## src/rtl/alu_defs_pkg.sv

```systemverilog
// alu_defs: shared opcode constants and default widths for the ALU issue stage.
package alu_defs;
  localparam int DATA_W_DEF = 16;
  localparam int REG_AW_DEF = 3;
  typedef enum logic [3:0] {
    ALU_ADD = 4'd0,
    ALU_SUB = 4'd1,
    ALU_AND = 4'd2,
    ALU_OR  = 4'd3,
    ALU_SHL = 4'd4,
    ALU_SHR = 4'd5
  } alu_op_e;
endpackage

```

## src/rtl/alu_issue_stage_regfile.sv

```systemverilog
// alu_regfile: register file with two operand read ports, a debug read port and one write port.
module alu_regfile #(
  parameter int DATA_W = 16,
  parameter int REG_AW = 3
) (
  input  logic              clk,
  input  logic              rst_n,
  input  logic              i_we,
  input  logic [REG_AW-1:0] i_waddr,
  input  logic [DATA_W-1:0] i_wdata,
  input  logic [REG_AW-1:0] i_raddr_a,
  input  logic [REG_AW-1:0] i_raddr_b,
  input  logic [REG_AW-1:0] i_dbg_addr,
  output logic [DATA_W-1:0] o_rdata_a,
  output logic [DATA_W-1:0] o_rdata_b,
  output logic [DATA_W-1:0] o_dbg_data
);
  logic [DATA_W-1:0] r_mem [2**REG_AW];
  // register 0 is never written, so it always reads back as zero
  always_ff @(posedge clk or negedge rst_n)
    if (!rst_n)
      for (int i = 0; i < 2**REG_AW; i++) r_mem[i] <= '0;
    else if (i_we && i_waddr != '0)
      r_mem[i_waddr] <= i_wdata;
  assign o_rdata_a  = r_mem[i_raddr_a];
  assign o_rdata_b  = r_mem[i_raddr_b];
  assign o_dbg_data = r_mem[i_dbg_addr];
endmodule

```

## src/rtl/alu_issue_stage.sv

```systemverilog
// alu_issue_stage: EX/WB issue stage feeding an external ALU; FORWARD_EN enables
// operand bypassing, otherwise RAW hazards stall the input.
module alu_issue_stage
  import alu_defs::*;
#(
  parameter int DATA_W = DATA_W_DEF,
  parameter int REG_AW = REG_AW_DEF
) (
  input  logic              clk,
  input  logic              rst_n,
  input  logic              in_valid,
  output logic              in_ready,
  input  logic [3:0]        in_op,
  input  logic [REG_AW-1:0] in_rd,
  input  logic [REG_AW-1:0] in_rs1,
  input  logic [REG_AW-1:0] in_rs2,
  input  logic              in_use_imm,
  input  logic [DATA_W-1:0] in_imm,
  output logic [DATA_W-1:0] alu_a,
  output logic [DATA_W-1:0] alu_b,
  output logic [3:0]        alu_op,
  input  logic [DATA_W-1:0] alu_result,
  output logic              wb_valid,
  output logic [REG_AW-1:0] wb_rd,
  output logic [DATA_W-1:0] wb_data,
  input  logic [REG_AW-1:0] dbg_addr,
  output logic [DATA_W-1:0] dbg_data
);
  logic              r_ex_valid, r_wb_valid;
  logic [3:0]        r_ex_op;
  logic [REG_AW-1:0] r_ex_rd, r_wb_rd;
  logic [DATA_W-1:0] r_ex_a, r_ex_b, r_wb_data;
  logic [DATA_W-1:0] w_rf_a, w_rf_b, w_a, w_rs2, w_b;
  logic              w_ex_a, w_wb_a, w_ex_b, w_wb_b, w_accept;

  alu_regfile #(.DATA_W(DATA_W), .REG_AW(REG_AW)) u_rf (
    .clk(clk), .rst_n(rst_n),
    .i_we(r_wb_valid), .i_waddr(r_wb_rd), .i_wdata(r_wb_data),
    .i_raddr_a(in_rs1), .i_raddr_b(in_rs2), .i_dbg_addr(dbg_addr),
    .o_rdata_a(w_rf_a), .o_rdata_b(w_rf_b), .o_dbg_data(dbg_data)
  );

  assign w_ex_a = r_ex_valid && in_rs1 != '0 && in_rs1 == r_ex_rd;
  assign w_wb_a = r_wb_valid && in_rs1 != '0 && in_rs1 == r_wb_rd;
  assign w_ex_b = !in_use_imm && r_ex_valid && in_rs2 != '0 && in_rs2 == r_ex_rd;
  assign w_wb_b = !in_use_imm && r_wb_valid && in_rs2 != '0 && in_rs2 == r_wb_rd;

`ifdef FORWARD_EN
  assign w_a      = w_ex_a ? alu_result : w_wb_a ? r_wb_data : w_rf_a;
  assign w_rs2    = w_ex_b ? alu_result : w_wb_b ? r_wb_data : w_rf_b;
  assign in_ready = 1'b1;
`else
  assign w_a      = w_rf_a;
  assign w_rs2    = w_rf_b;
  assign in_ready = !(w_ex_a || w_wb_a || w_ex_b || w_wb_b);
`endif

  assign w_b      = in_use_imm ? in_imm : w_rs2;
  assign w_accept = in_valid && in_ready;

  always_ff @(posedge clk or negedge rst_n)
    if (!rst_n) begin
      r_ex_valid <= 1'b0;
      r_ex_op    <= '0;
      r_ex_rd    <= '0;
      r_ex_a     <= '0;
      r_ex_b     <= '0;
      r_wb_valid <= 1'b0;
      r_wb_rd    <= '0;
      r_wb_data  <= '0;
    end else begin
      r_ex_valid <= w_accept;
      if (w_accept) begin
        r_ex_op <= in_op;
        r_ex_rd <= in_rd;
        r_ex_a  <= w_a;
        r_ex_b  <= w_b;
      end
      r_wb_valid <= r_ex_valid;
      if (r_ex_valid) begin
        r_wb_rd   <= r_ex_rd;
        r_wb_data <= alu_result;
      end
    end

  assign alu_a    = r_ex_valid ? r_ex_a : '0;
  assign alu_b    = r_ex_valid ? r_ex_b : '0;
  assign alu_op   = r_ex_valid ? r_ex_op : '0;
  assign wb_valid = r_wb_valid;
  assign wb_rd    = r_wb_rd;
  assign wb_data  = r_wb_data;
endmodule

```

## config.mk

```make
export PLATFORM = sky130hd
export DESIGN_NAME = alu_issue_stage
export DESIGN_NICKNAME = d
export VERILOG_FILES = /design/src/rtl/alu_defs_pkg.sv /design/src/rtl/alu_issue_stage_regfile.sv /design/src/rtl/alu_issue_stage.sv
export SDC_FILE = /design/constraint.sdc
export NUM_CORES = 1
export LEC_CHECK = 0
export CAP_MARGIN = 30
export CORE_MARGIN = 8
export CORE_UTILIZATION = 40
export DETAILED_ROUTE_END_ITERATION = 6
export DONT_BUFFER_PORTS = 1
export MAX_ROUTING_LAYER = met4
export PLACE_DENSITY = 0.63
export SETUP_SLACK_MARGIN = 0.2
export SLEW_MARGIN = 20
export SYNTH_ARGS = -nofsm -noshare
export SYNTH_HDL_FRONTEND = slang
export SYNTH_HIERARCHICAL = 1
export SYNTH_SLANG_ARGS = --single-unit
```

## constraint.sdc

```tcl
create_clock -name clk -period 1.82 [get_ports clk]
set_input_delay 0.273 -clock clk [delete_from_list [all_inputs] [get_ports clk]]
set_output_delay 0.273 -clock clk [all_outputs]
set_load 0.05 [all_outputs]
```

==> results.md, run 1 <==
* DRT iter0 DRCs at between 600 and 700
* Minimum clock period at 2.07 ns
* IO Pins at roughly 130
* Slowest CP cell: mux4_2
* DP Worst Slack at -0.103 ns
* NetSw at approximately 9 mW
* Post-synth EDFFs at 0
* Critical Path End Type: output port
* Sequential share of power at about a third
* Pin count of the biggest net entering global routing at between 150 and 200
* Slew HR at between 40% and 50%
* Req. time, crit path at 1.55 ns
* Post-synthesis cell type count at 32
* Initial antenna violation count at 1
* All-layer global routing usage at 20.1%
* Maximum fanout along the worst path at 2
* Final wirelength at about 34000 um
* Peak Freq at ~480 MHz
* Hold bufs inserted after CTS at 23
* P_int at 16.5 mW
* Placement Rows at 60
* Grt total ovfl at 0
* RSZ-0062 raised after global routing: yes
* Die Y at 182 um
* Worst-margin pin slew at between 0.8 and 0.9 ns
* Net Sw Frac at about 36%
* Synthesized cell area at approximately 11000 um2
* Cell total after placement at 1014
* Post-synthesis cell count at ~660
* Ys async rst share at 100%
* Worst setup path start: u_rf/r_mem[11]$_DFFE_PN0P_
* H-tree lvl count at 4
* Finished Layout Cells at 1167
* Crit path DAT at about 1.8 ns
* Failing checks: hold timing, setup timing
* Nets@finish at ~870
* GPL Wtd Cong at about 0.81
* Fin. max-slew vios at 0
* Dominant cells by area after synthesis: dfrtp_1 43%, mux4_1 18%, mux2_2 16%, mux2_4 5.3%, mux4_2 3.9%
* Synth-to-layout area growth at 32.6%
* Routed vias/inst at roughly 6.0
* FF-to-FF path depth at 6
* First-pass GRT wire length at roughly 49000 um
* Root Buffer: clkbuf_16
* TNS Setup at -9.80 ns
* Pwr Total at around 26 mW
* Max-Cap Viols at 0
* Endpoints failing setup at 70
* Synth top area share at between 40% and 50%
* Clock share of power at 15.0%
* Die width at 182 um
* DP Wirelength at approximately 17000 um
* Synthesis Warnings at 6
* DR WL/cell at just under 30 um
* I/O Buffers at 0
* Final period utilization at 114%
* Critical Path Start Type: register
* Reg-to-reg startpoint: u_rf/r_mem[65]$_DFFE_PN0P_
* Outcome: finished, violations left
* Vias in the first global route at 7516
* Longest Clk Path Bufs at 2
* Seq/Total Area, Yosys at 42.8%
* Min Hold Slack at -0.460 ns
* Clk_skew at around 0.015 ns
* Clk pin slew, worst setup/hold paths at approximately 0.07 ns
* Routed Antenna Nets at 0
* Post-synth top area cell: dfrtp_1
* Skew-Pair Late Insertion Delay at 0.44 ns
* Critical-path cell list: buf_6, mux4_2, mux2_4
* Via count at about 7000
* Power Density at between 1500 and 2000 nW/um2
* Synthesized Nets at roughly 710
* CTS tree: built
* CTS buffer count at 17
* Drt pass-1 iters at 5
* Initial core utilization at roughly 41%
* Sink Count at 188
* DRC Markers at 0
* Final setup margin at -0.246 ns
* Leakage power total at about 6.7 nW
* Kind of critical path: register to output port
* Tightest Hold Check Type: input pin to async pin
* Core ar. at 27000 um2
* Ys flop type: dfrtp_1
* Synth Register Bits at ~190
* Combinational fraction of design power at a little over half
* Final hold violations at 188
* Worst path max stage delay at about 0.46 ns
* Die ar. at between 30000 and 40000 um2
* Mean area per synthesized cell at 16.7 um2
* Fraction of layout cells with a size suffix above 1 at between 60 and 70%
* Peak VDD IR at 0.000837 V
==> cell type report <==
class | instances | area (um2)
fill | 2046 | 12400
multi-input combinational | 401 | 6270
sequential | 188 | 4720
timing repair buffer | 205 | 2560
clock buffer | 20 | 447
tap | 341 | 427
clock inverter | 11 | 143
antenna | 1 | 2.50
==> per-layer routing <==
metal  wire length [um]  global-route usage, %  vias to the layer above
met5                  0                      -                        -
met4                837                   5.97                        0
met3               2670                   6.07                       51
met2              16100                   30.9                      270
met1              14100                   25.5                     3798
li1                   -                      -                     2847
==> power by group through the flow <==
| stage | logic [mW] | clock network [mW] | registers, mW |
|---|---|---|---|
| 2_1_floorplan | 7.20 | 0 | 7.73 |
| 3_3_place_gp | 9.37 | 0 | 8.04 |
| 3_5_place_dp | 9.61 | 0 | 8.22 |
| 4_1_cts | 11.9 | 3.93 | 8.20 |
| 5_1_grt | 14.1 | 4.11 | 8.57 |
| 6_report | 13.5 | 3.84 | 8.33 |
==> sequential cells by signal, summed over array words and instances, names as in the netlist <==
register / flops
r_ex_op: 4
r_ex_valid: 1
wb_rd: 3
wb_data: 16
r_ex_b: 16
r_ex_a: 16
r_ex_rd: 3
u_rf/r_mem: 128
wb_valid: 1
==> cells in the mapped netlist (2+ instances only) <==
master and n:
nand2b_1 2, buf_12 6, buf_4 2, buf_1 11, nor2_1 2, xnor2_1 4, clkbuf_2 3, mux2_4 39
mux4_2 19, and2_1 38, nand4b_4 3, and3_1 2, xor2_1 6, mux4_1 77, clkbuf_1 24, buf_2 9
nor4bb_1 3, mux2_1 36, mux2_2 159, dfrtp_1 188, buf_6 15
==> worst max-delay path, delay by kind of cell (launching register included) <==
kind / cells / cell delay (ns)
flops: 1 / 0.40
mux: 2 / 0.83
buf+inv: 1 / 0.12
==> timing repair <==
action                                 in CTS  in global routing
pin swaps                                   9                  7
buffers inserted                           52                 31
endpoints found under the hold margin     211                188
resized for setup                         145                111
setup endpoints to repair                 172                197
cloned                                     10                  5
==> layout by cell type (no fill, tap or decap), types with 3 or more instances in the layout <==
master         instances
and2_4                38
buf_12                31
buf_16                 8
buf_4                 78
buf_6                 38
buf_8                 21
bufinv_16              3
clkbuf_16             22
clkinv_2               4
dfrtp_1              179
dfrtp_2                9
dlygate4sd3_1         23
mux2_1                 5
mux2_2                61
mux2_4               168
mux4_1                28
mux4_2                68
nand4b_4               3
nor4bb_4               3
xnor2_1                3
xor2_1                 6
==> through the flow <==
stage	utilization, %	cell area [um2]
2_1_floorplan	-	10900
3_3_place_gp	43.7	11800
3_5_place_dp	43.7	11800
4_1_cts	51.1	13800
5_1_grt	54.0	14600
6_report	54.0	14600
==> path summary, 6_finish.rpt <==
kind	endpoint	slack, ns
worst max-delay path	dbg_data[11]	-0.25
max in group asynchronous	u_rf/r_mem[14]$_DFFE_PN0P_	2.05
min in group clk	r_ex_b[10]$_DFFE_PN0P_	0.11
worst max register to register	r_ex_b[1]$_DFFE_PN0P_	-0.23
worst min-delay path	u_rf/r_mem[66]$_DFFE_PN0P_	-0.46
worst min register to register	u_rf/r_mem[116]$_DFFE_PN0P_	0.43
==> cells by family after synthesis <==
logic type / share of synthesized area [%]
compound gates: 0.399
xor+xnor: 0.797
buf+inv: 4.51
flops: 42.8
mux: 47.6
simple gates: 3.82
Note: power is estimated with default switching activity, not from simulation.
==> inputs of run 2 (changes only) <==
CORE_MARGIN = not set   (was 8)
==> results.md, run 2 (same netlist as run 1, synthesis figures left out) <==
* Final setup margin at -0.264 ns (was -0.246 ns)
* Core ar. at 27000 um2 (unchanged)
* Slowest CP cell: mux4_2 (unchanged)
* Synth-to-layout area growth at 31.2% (was 32.6%)
* All-layer global routing usage at 23.8% (was 20.1%)
* Die ar. at 28100 um2 (was 33000 um2)
* Die Y at 168 um (was 182 um)
* Commonest non-fill, non-tap cell in the layout: dfrtp_1 (unchanged)
* DRT iter0 DRCs at 474 (was 663)
* Hold bufs inserted after CTS at 23 (unchanged)
* Peak Freq at 480 MHz (was 484 MHz)
* Fin. max-slew vios at 0 (unchanged)
* DR WL/cell at 27.0 um (was 28.9 um)
* Final period utilization at 114% (about the same)
* Most frequent cells in the layout: 181 x dfrtp_1, 142 x mux2_4, 88 x mux2_2 (was 179 x dfrtp_1, 168 x mux2_4, 78 x buf_4)
* Skew-Pair Late Insertion Delay at 0.44 ns (about the same)
* Req. time, crit path at 1.55 ns (about the same)
* Routed vias/inst at 5.86 (was 5.97)
* Reg-to-reg startpoint: u_rf/r_mem[33]$_DFFE_PN0P_ (was u_rf/r_mem[65]$_DFFE_PN0P_)
* First-pass GRT wire length at 47500 um (was 48800 um)
* Outcome: finished, violations left (unchanged)
* Sink Count at 188 (unchanged)
* Minimum clock period at 2.08 ns (was 2.07 ns)
* Max reg flops at 128 (unchanged)
* Worst path max stage delay at 0.46 ns (about the same)
* Longest Clk Path Bufs at 2 (unchanged)
* Nets@finish at 870 (was 865)
* Max-Cap Viols at 0 (unchanged)
* Peak VDD IR at 0.000963 V (was 0.000837 V)
* Drt pass-1 iters at 5 (unchanged)
* Pin count of the biggest net entering global routing at 189 (unchanged)
* DP Worst Slack at -0.115 ns (was -0.103 ns)
* Kind of critical path: register to output port (unchanged)
* Routed Antenna Nets at 0 (unchanged)
* IO Pins at 125 (unchanged)
* DRC Markers at 0 (unchanged)
* DP Wirelength at 16800 um (was 17400 um)
* Maximum fanout along the worst path at 3 (was 2)
* Final hold violations at 188 (unchanged)
* Min Hold Slack at -0.466 ns (was -0.460 ns)
* TNS Setup at -12.66 ns (was -9.80 ns)
* Vias in the first global route at 7543 (was 7516)
* Endpoints failing setup at 114 (was 70)
* Critical Path Start Type: register (unchanged)
* Slew HR at 47.9% (was 46.3%)
* Pwr Total at 25.3 mW (was 25.7 mW)
* Worst-margin pin slew at 0.782 ns (was 0.805 ns)
* Antenna diode count at 0 (was 1)
* Fraction of layout cells with a size suffix above 1 at 69.2% (was 69.1%)
* Initial core utilization at 40.8% (unchanged)
* Die width at 168 um (was 182 um)
* Power Density at 1760 nW/um2 (about the same)
* H-tree lvl count at 4 (unchanged)
* Fill count at 2124 (was 2046)
* Worst setup path start: u_rf/r_mem[120]$_DFFE_PN0P_ (was u_rf/r_mem[11]$_DFFE_PN0P_)
* Critical-path cell list: buf_6, mux4_2, mux2_4 (unchanged)
* Clk_skew at 0.00892 ns (was 0.0149 ns)
* Final wirelength at 31700 um (was 33700 um)
* RSZ-0062 raised after global routing: yes (unchanged)
* Placement Rows at 60 (unchanged)
* I/O Buffers at 0 (unchanged)
* GPL Wtd Cong at 0.788 (was 0.806)
* Tightest Hold Check Type: input pin to async pin (unchanged)
* CTS buffer count at 17 (unchanged)
* CTS tree: built (unchanged)
* Grt total ovfl at 0 (unchanged)
* Failing checks: hold timing, setup timing (unchanged)
* Biggest register: u_rf/r_mem (unchanged)
* Clk pin slew, worst setup/hold paths at 0.07 ns (about the same)
* Critical Path End Type: output port (unchanged)
* Initial antenna violation count at 0 (was 1)
* Via count at 6864 (was 6966)
* Crit path DAT at 1.81 ns (was 1.79 ns)
* Leakage power total at 6.49 nW (was 6.67 nW)
* Root Buffer: clkbuf_16 (unchanged)
[run 2: cell types whose count changed in the layout (fill, tap and decap cells not counted), moves of 5 or more]
cell	delta
mux2_2	+27
mux2_4	-26
buf_6	+32
buf_4	-9
buf_8	-10
clkbuf_16	-5
[run 2: where the power goes]
group / switching (mW) / leakage, nW / internal, mW
Clock: 1.71 / 0.282 / 2.21
Combinational: 5.07 / 3.92 / 8.11
Sequential: 2.21 / 2.29 / 6.01
[run 2: path summary, 6_finish.rpt]
path / end / slack [ns] / cells after the start
setup / recovery: dbg_data[8] / -0.26 / 3
hold / removal: u_rf/r_mem[83]$_DFFE_PN0P_ / -0.47 / 0
setup reg to reg: r_ex_b[1]$_DFFE_PN0P_ / -0.22 / 6
hold reg to reg: u_rf/r_mem[117]$_DFFE_PN0P_ / 0.42 / 0
max in group asynchronous: r_ex_b[7]$_DFFE_PN0P_ / 2.01 / 0
min in group clk: r_ex_b[8]$_DFFE_PN0P_ / 0.10 / 2
[run 2: what timing repair did]
item	CTS	global route
endpoints found under the setup margin	190	142
pin swaps	8	5
gates cloned	9	0
setup buffers	66	19
endpoints found under the hold margin	211	188
resized for setup	176	68
[run 2: metal layers]
layer | track usage (%) | wire [um] | part of all wire (%)
met4 | 6.54 | 567 | 1.8
met1 | 29.9 | 13600 | 43
met3 | 5.37 | 1700 | 5.4
met5 | - | 0 | 0
met2 | 38.8 | 15800 | 50
[run 2: final cells by class]
class                   instances  area [um2]  area share, %
clock buffers                  19         443           3.07
clock inverters                13         168           1.16
multi-input cells             401        6150           42.7
flip-flops and latches        188        4710           32.7
well taps                     341         427           2.96
repair buffers                210        2510           17.4
[run 2: per-stage QoR]
step           cell area [um2]  util (%)  cells
2_1_floorplan            10900         -    659
3_3_place_gp             11800      43.8   1023
3_5_place_dp             11800      43.8   1023
4_1_cts                  14000      51.9   1153
5_1_grt                  14400      53.4   1172
6_report                 14400      53.4   1172
[run 2: critical path: cells and delay by family, from the launching register on]
family / cells / cell delay, ns
mux: 2 / 0.84
buf+inv: 1 / 0.13
flops: 1 / 0.40
==> inputs of run 3 (changes only) <==
CORE_MARGIN = 5   (was not set)
PLACE_DENSITY = 0.61   (was 0.63)
clock period = 2 ns   (was 1.82 ns; I/O delays follow)
==> results.md, run 3 (same netlist as run 1, synthesis figures left out) <==
* Sink Count at 188 (unchanged)
* Clk pin slew, worst setup/hold paths at 0.08 ns (was 0.07 ns)
* Min Hold Slack at -0.436 ns (was -0.466 ns)
* Routed vias/inst at 5.84 (was 5.86)
* All-layer global routing usage at 19.7% (was 23.8%)
* Drt pass-1 iters at 4 (was 5)
* Minimum clock period at 2.14 ns
* Grt total ovfl at 0 (unchanged)
* Clk_skew at 0.0141 ns (was 0.00892 ns)
* I/O Buffers at 0 (unchanged)
* Skew-Pair Late Insertion Delay at 0.43 ns (was 0.44 ns)
* Die width at 176 um (was 168 um)
* Pin count of the biggest net entering global routing at 189 (unchanged)
* DRC Markers at 0 (unchanged)
* Biggest register: u_rf/r_mem (unchanged)
* Req. time, crit path at 1.70 ns (was 1.55 ns)
* Initial core utilization at 40.6% (was 40.8%)
* H-tree lvl count at 4 (unchanged)
* Final setup margin at -0.138 ns (was -0.264 ns)
* P_int at 13.2 mW (was 16.3 mW)
* Critical Path End Type: output port (unchanged)
* Commonest non-fill, non-tap cell in the layout: dfrtp_1 (unchanged)
* Longest Clk Path Bufs at 2 (unchanged)
* Die ar. at 30900 um2 (was 28100 um2)
* Fraction of layout cells with a size suffix above 1 at 61.9% (was 69.2%)
* DP Wirelength at 17200 um (was 16800 um)
* Outcome: finished, violations left (unchanged)
* R2r setup slk at -0.13 ns (was -0.22 ns)
* Post-place instance area at 11400 um2 (was 11800 um2)
* RSZ-0062 raised after global routing: yes (unchanged)
* Crit path DAT at 1.84 ns (was 1.81 ns)
* NetSw at 7.80 mW (was 8.99 mW)
* Clock share of power at 16.1% (was 15.5%)
* Root Buffer: clkbuf_16 (unchanged)
* Post-route cell area at 13400 um2 (was 14400 um2)
* Tightest Hold Check Type: input pin to async pin (unchanged)
* Fin. max-slew vios at 0 (unchanged)
* Most frequent cells in the layout: 182 x dfrtp_1, 143 x mux2_2, 141 x buf_4 (was 181 x dfrtp_1, 142 x mux2_4, 88 x mux2_2)
* Core ar. at 27000 um2 (about the same)
* Failing checks: hold timing, setup timing (unchanged)
* GPL Wtd Cong at 0.813 (was 0.788)
* Synth-to-layout area growth at 21.8% (was 31.2%)
* TNS Setup at -1.59 ns (was -12.66 ns)
* Finished Core Util at 49.5% (was 53.4%)
* Peak VDD IR at 0.000563 V (was 0.000963 V)
* Via count at 6796 (was 6864)
* Maximum fanout along the worst path at 3 (unchanged)
* Vias in the first global route at 7529 (was 7543)
* Pwr Total at 21.0 mW (was 25.3 mW)
* Final hold violations at 188 (unchanged)
* First-pass GRT wire length at 45600 um (was 47500 um)
* DRT iter0 DRCs at 453 (was 474)
* DR WL/cell at 25.9 um (was 27.0 um)
* Max-Cap Viols at 0 (unchanged)
* Final period utilization at 107%
* Fill count at 2227 (was 2124)
* Slew HR at 43.7% (was 47.9%)
* Nets@finish at 860 (was 870)
* Critical Path Start Type: register (unchanged)
* Kind of critical path: register to output port (unchanged)
* Initial antenna violation count at 2 (was 0)
* CTS buffer count at 17 (unchanged)
* IO Pins at 125 (unchanged)
* Power Density at 1570 nW/um2 (was 1760 nW/um2)
* Worst-margin pin slew at 0.844 ns (was 0.782 ns)
* Routed Antenna Nets at 0 (unchanged)
* Placement Rows at 60 (unchanged)
* Combinational fraction of design power at 49.6% (was 52.0%)
* Net Sw Frac at 37.1% (was 35.5%)
* Endpoints failing setup at 14 (was 114)
* Final wirelength at 30100 um (was 31700 um)
* Die Y at 176 um (was 168 um)
* Leakage power total at 5.96 nW (was 6.49 nW)
* Peak Freq at approximately 470 MHz
* Sequential share of power at 34.4% (was 32.5%)
* Max reg flops at 128 (unchanged)
* CTS tree: built (unchanged)
run 3: changes by cell type in the layout (fill, tap and decap cells not counted), moves of 22 or more:
| cell | previous run | this run |
|---|---|---|
| buf_12 | 29 | 7 |
| buf_4 | 69 | 141 |
| buf_6 | 70 | 9 |
| mux2_1 | 4 | 36 |
| mux2_2 | 88 | 143 |
| mux2_4 | 142 | 55 |
run 3: layout make-up:
class | instances | area [um2] | share of cell area, %
tap | 341 | 427 | 3.19
sequential | 188 | 4710 | 35.2
timing repair buffer | 200 | 1880 | 14.0
clock inverter | 14 | 135 | 1.01
clock buffer | 18 | 439 | 3.28
antenna | 2 | 5.00 | 0.0374
multi-input combinational | 401 | 5790 | 43.2
run 3: path summary, 6_finish.rpt:
check | from | endpoint | cells after the start
max | r_ex_rd[2]$_DFFE_PN0P_ | in_ready | 5
min | rst_n | wb_data[9]$_DFFE_PN0P_ | 0
max reg2reg | r_ex_rd[2]$_DFFE_PN0P_ | r_ex_b[0]$_DFFE_PN0P_ | 7
min reg2reg | u_rf/r_mem[124]$_DFFE_PN0P_ | u_rf/r_mem[124]$_DFFE_PN0P_ | 0
max in group asynchronous | rst_n | wb_rd[0]$_DFFE_PN0P_ | 0
min in group clk | alu_result[7] | wb_data[7]$_DFFE_PN0P_ | 1
run 3: stage by stage:
| step | std cells | worst slack, ns |
|---|---|---|
| 4_1_cts | 1147 | -0.146 |
| 5_1_grt | 1164 | -0.219 |
| 6_report | 1164 | -0.138 |
| 3_3_place_gp | 987 | 0.110 |
| 2_1_floorplan | 659 | 0.0676 |
| 3_5_place_dp | 987 | 0.0616 |
run 3: critical path, stage by stage, from the launching register on:
cell and delay, ns:
dfrtp_1 0.43, xor2_1 0.21, nor4_2 0.27, o32ai_1 0.14, and2_1 0.19, buf_12 0.16
run 3: power groups by stage:
stage / sequential [mW] / clock (mW) / combinational [mW]
2_1_floorplan: 7.00 / 0 / 6.36
3_5_place_dp: 7.58 / 0 / 7.76
5_1_grt: 7.43 / 3.61 / 11.0
3_3_place_gp: 7.37 / 0 / 7.56
6_report: 7.22 / 3.37 / 10.4
4_1_cts: 7.14 / 3.45 / 9.86
run 3: metal layers:
| metal | GRT usage, % | wire [um] | vias up | part of all wire, % |
|---|---|---|---|---|
| li1 | - | - | 2864 | - |
| met1 | 22.8 | 11900 | 3686 | 40 |
| met2 | 34.5 | 16000 | 199 | 53 |
| met3 | 4.11 | 1620 | 47 | 5.4 |
| met4 | 6.63 | 627 | 0 | 2.1 |
| met5 | - | 0 | - | 0 |
run 3: repair_timing:
item	in CTS	in global routing
endpoints found under the setup margin	92	95
setup buffers	107	11
hold buffers	20	1
cloned	1	3
pin swaps	1	1
resized for setup	50	64
endpoints found under the hold margin	208	189
